File: config.mk
export PLATFORM = sky130hd
export DESIGN_NAME = sll32_seq
export DESIGN_NICKNAME = d
export VERILOG_FILES = /design/src/rtl/sll32_seq.sv
export SDC_FILE = /design/constraint.sdc
export NUM_CORES = 1
export LEC_CHECK = 0
export ABC_CLOCK_PERIOD_IN_PS = 2300
export CORE_MARGIN = 2
export CORE_UTILIZATION = 40
export CTS_CLUSTER_SIZE = 8
export DETAILED_ROUTE_END_ITERATION = 10
export PLACE_DENSITY = 0.81
export SLEW_MARGIN = 20
export SYNTH_ARGS = -nofsm -noshare
export SYNTH_HDL_FRONTEND = slang
export SYNTH_SLANG_ARGS = --single-unit
File: constraint.sdc
create_clock -name clk -period 2.3 [get_ports clk]
set_clock_uncertainty 0.1 [all_clocks]
set_input_delay 0.575 -clock clk [delete_from_list [all_inputs] [get_ports clk]]
set_output_delay 0.575 -clock clk [all_outputs]
set_load 0.005 [all_outputs]
File: src/rtl/sll32_seq.sv
// sll32_seq: multi-cycle logical left shifter with start/busy/done handshake
module sll32_seq #(
  parameter int WIDTH = 32,
  parameter int STEP  = 1
) (
  input  logic             clk,
  input  logic             rst,
  input  logic             start,
  input  logic             var_mode,
  input  logic [WIDTH-1:0] A,
  input  logic [WIDTH-1:0] B,
  output logic [WIDTH-1:0] res,
  output logic             busy,
  output logic             done,
  output logic             ready
);
  generate
    if (!(STEP == 1 || STEP == 2 || STEP == 4 || STEP == 8)) begin : g_bad_step
      $error("sll32_seq: STEP must be 1, 2, 4 or 8");
    end
  endgenerate
  typedef enum logic [1:0] {IDLE, SHIFT, DONE} state_t;
  localparam logic [4:0] STEP5 = 5'(STEP);
  state_t           state_q, state_d;
  logic [WIDTH-1:0] res_q, res_d;
  logic [4:0]       cnt_q, cnt_d;
  logic [4:0]       amt;
  logic [4:0]       k;
  logic             accept;
  logic             unused_b;
  assign unused_b = ^{B[WIDTH-1:11], B[5]};
  // shift amount selection, per-cycle step size and start acceptance
  always_comb begin
    amt    = var_mode ? B[4:0] : B[10:6];
    k      = (cnt_q < STEP5) ? cnt_q : STEP5;
    accept = start && (state_q != SHIFT);
  end
  // state register
  always_ff @(posedge clk) begin
    if (rst) state_q <= IDLE;
    else     state_q <= state_d;
  end
  // next-state logic; DONE accepts a new start just like IDLE
  always_comb begin
    state_d = (state_q == SHIFT) ? ((cnt_q == k) ? DONE : SHIFT)
            : start              ? ((amt == 5'd0) ? DONE : SHIFT)
            :                      IDLE;
  end
  // datapath next-state: load on accept, shift by k while in SHIFT, else hold
  always_comb begin
    res_d = accept ? A : (state_q == SHIFT) ? res_q << k : res_q;
    cnt_d = accept ? amt : (state_q == SHIFT) ? cnt_q - k : cnt_q;
  end
  // datapath registers
  always_ff @(posedge clk) begin
    if (rst) begin
      res_q <= '0;
      cnt_q <= '0;
    end else begin
      res_q <= res_d;
      cnt_q <= cnt_d;
    end
  end
  // handshake outputs decoded from registered state only
  always_comb begin
    busy  = (state_q == SHIFT);
    ready = (state_q != SHIFT);
    done  = (state_q == DONE);
    res   = res_q;
  end
endmodule

==> run_results.csv <==
group,metric,value,unit
layout,seq_area,782.0,sq um
layout,antenna_cells,0,
grt,antenna_found_initial,0,
floorplan,row_count,27,
sta,slew_headroom,55.81,%
sta,period_needed,2.161,ns
routing,routed_wl,6667,um
layout,fillers,504,
routing,ant_nets,0,
cts,clk_latency,0.29,ns
grt,grt_pass1_wl,10850,um
setup_path,rrSetupSlack,0.14,ns
placed_design,pre_cts_slack,0.08426,ns
synth,synth_top_family_by_area,"compound AO/OA/AOI/OAI gates",
setup_path,crit_type,"reg2reg",
synth,synth_compound_area_share,31.47,%
routing,drc,0,
layout,drive_gt1_share,9.568,%
placed_design,place_congestion,0.7993,
cts,h-tree-depth,2,
setup_path,critical_path_required,2.42,ns
status,outcome,"completed",
placed_design,port_buffers,80,
layout,nNetsFinal,393,
grt,grt_pass1_vias,2263,
routing,drt-initial-drc-count,186,
routing,viasPerCell,5.944,
synth,synth_cell_types,38,
hold_path,hp-class,"reg2reg",
synth,synth.top_cells.by_area,"dfxtp_1 35%, a211oi_1 9.7%, a2111oi_0 7.8%, nor2b_1 6.1%, mux2i_1 4.0%",
power_and_ir_drop,power.leakage,0.001135,uW
sta,hold_viol,0,
sta,finalCritPeriodShare,93.94,%
synth,synth-seq-cells,39,
synth,synth.avg_cell_area,8.842,sq um
cts,cts_setup_buffers,0,
sta,rsz0062_at_grt,"no",
synth,synth_edf_count,0,
setup_path,startpoint_type,"register",
setup_path,reg2reg_from,"cnt_q[2]$_SDFFE_PP0P_",
cts,cts_root_buf,"clkbuf_8",
synth,yosysTopAreaCell,"dfxtp_1",
cts,clock-sinks,39,
synth,synthSimpleGateAreaFrac,19.98,%
synth,synth_xor_xnor_area_share,0,%
sta,finalSetupViolCount,0,
synth,synthTopCellsByCount,"39 x dfxtp_1, 29 x a211oi_1, 22 x nor2b_1",
routing,dr.pass1.iters,4,
grt,grt.overflow.total,0,
synth,yosysMostFrequentCell,"dfxtp_1",
sta,max_freq,0.4628,GHz
hold_path,worstHoldStart,"res[0]$_SDFFE_PP0P_",
cts,numCtsBuffers,5,
synth,synthCells,255,
synth,yosysSeqAreaShare,34.63,%
hold_path,whs_endpoint,"res[0]$_SDFFE_PP0P_",
layout,syn2layout_area_growth,40.95,%
layout,multi_input_area,1285,sq um
synth,synth_ff_type,"dfxtp_1",
power_and_ir_drop,power.total,2231,uW
synth,synth.mux.area_fraction,4.994,%
floorplan,die_h,79.08,um
synth,yosys.area.top_type_share,34.63,%
cts,clk_path_buf_depth,2,
synth,synth_nets,324,
setup_path,endpoint_kind,"register",
cts,clk_pin_slew,0.07,ns
sta,max_slew.worst_pin.slew,0.6622,ns
setup_path,r2r_cells,6,
power_and_ir_drop,vdd_drop_max,0.3488,mV
sta,finalSetupTns,0,ns
placed_design,hpwlAfterDp,4521,um
sta,slew_viol_final,0,
hold_path,min_path_cells,2,
routing,vias,2354,
grt,grtUsageTotal,21.73,%
synth,netlist_area,2255,sq um
synth,ys_async_sr_fraction,0,%
floorplan,ioPinCount,103,
power_and_ir_drop,pwr_density_cell,702.0,nW/um^2
setup_path,critPathArrivalTime,2.28,ns
cts,cts_tree,"yes",
cts,hold_buffers,0,
setup_path,timing.rr.end,"cnt_q[4]$_SDFFE_PP0P_",
floorplan,fp.coreArea,5473,sq um
setup_path,cp_max_fo,6,
layout,finish.utilization,58.07,%
job,cap_viol_max_count,0,
grt,grt_max_degree,42,
synth,ys_warn_count,0,
floorplan,dieArea,6253,sq um
floorplan,initial_core_util,41.20,%
floorplan,die_w,79.08,um
routing,post_drt_wl_per_cell,16.84,um
synth,synth_adder_area_share,0.5549,%
sta,setup_slack,0.1394,ns
cell type report:
type | instances | share of cell area, %
multi-input cells | 178 | 40.43
clock inverters | 1 | 0.1575
repair buffers | 90 | 28.19
inverters | 10 | 1.181
well taps | 72 | 2.835
clock buffers | 6 | 2.598
flip-flops and latches | 39 | 24.61
worst max-delay path, cell delays in order (launching register included):
cell     delay, ns
dfxtp_1       0.41
nor4_1        0.11
or2_2         0.30
ha_1          0.19
or3b_1        0.42
or3_1         0.38
a31oi_1       0.18
metrics by stage:
step / hold slack (ns) / area [sq um] / std cells
final: 0.4145 / 3178 / 396
after floorplan: 0.3825 / 2255 / 255
after detailed placement: 0.3948 / 3089 / 389
after global routing: 0.4136 / 3178 / 396
after global placement: 0.3957 / 3089 / 389
after CTS: 0.4062 / 3177 / 396
power breakdown:
group | total [uW] | leakage, uW | switching [uW] | internal (uW)
logic | 876 | 0.000765 | 430 | 445
registers | 885 | 0.000324 | 102 | 783
clock network | 470 | 0.0000470 | 235 | 235
layout by cell type, fill, tap and decap left out, types with 2 or more instances in the layout:
master and instances:
a2111oi_0 20, o311a_1 6, nor2b_1 22, a21oi_1 7
o221a_2 5, or3_1 4, mux2i_1 9, buf_12 2
o32ai_1 3, dfxtp_1 38, mux2_2 2, a22oi_1 2
inv_1 10, clkdlybuf4s50_1 79, nand2_1 3, or2_2 2
o221ai_1 2, a31oi_1 8, nor2_1 16, nand3_1 3
nor4_1 14, nand2b_1 2, buf_4 8, or4_1 5
clkbuf_8 6, a211o_1 3, a211oi_1 29
cell families after synthesis:
family | after synthesis
AO/OA/AOI/OAI | 89
AND/OR/NAND/NOR | 77
buffers and inverters | 38
adder cells (fa/ha/maj) | 1
flip-flops | 39
multiplexers | 11
repair_timing:
item | in CTS | in global routing
endpoints found under the hold margin | 0 | 0
endpoints found under the setup margin | 0 | 1
gates resized for setup | 0 | 1
metal layers:
layer  vias up  part of all wire, %  global-route usage [%]
li1       1147                    -                       -
met1      1091                   45                   28.51
met2       108                   46                   34.92
met3         8                  7.8                   6.364
met4         0                 0.63                   5.862
met5         -                    0                       0
worst max path at each step:
| stage | startpoint | endpoint | cells past startpoint |
|---|---|---|---|
| 2_1_floorplan | cnt_q[1]$_SDFFE_PP0P_ | cnt_q[4]$_SDFFE_PP0P_ | 6 |
| 3_3_place_gp | cnt_q[1]$_SDFFE_PP0P_ | cnt_q[4]$_SDFFE_PP0P_ | 6 |
| 3_5_place_dp | cnt_q[1]$_SDFFE_PP0P_ | cnt_q[4]$_SDFFE_PP0P_ | 6 |
| 4_1_cts | cnt_q[1]$_SDFFE_PP0P_ | cnt_q[4]$_SDFFE_PP0P_ | 6 |
| 5_1_grt | cnt_q[2]$_SDFFE_PP0P_ | cnt_q[4]$_SDFFE_PP0P_ | 6 |
| 6_report | cnt_q[2]$_SDFFE_PP0P_ | cnt_q[4]$_SDFFE_PP0P_ | 6 |
sequential cells by signal, indices dropped and copies added, names as in the netlist:
register  cells
state_q       2
res          32
cnt_q         5
(Power assumes the default switching activity.)
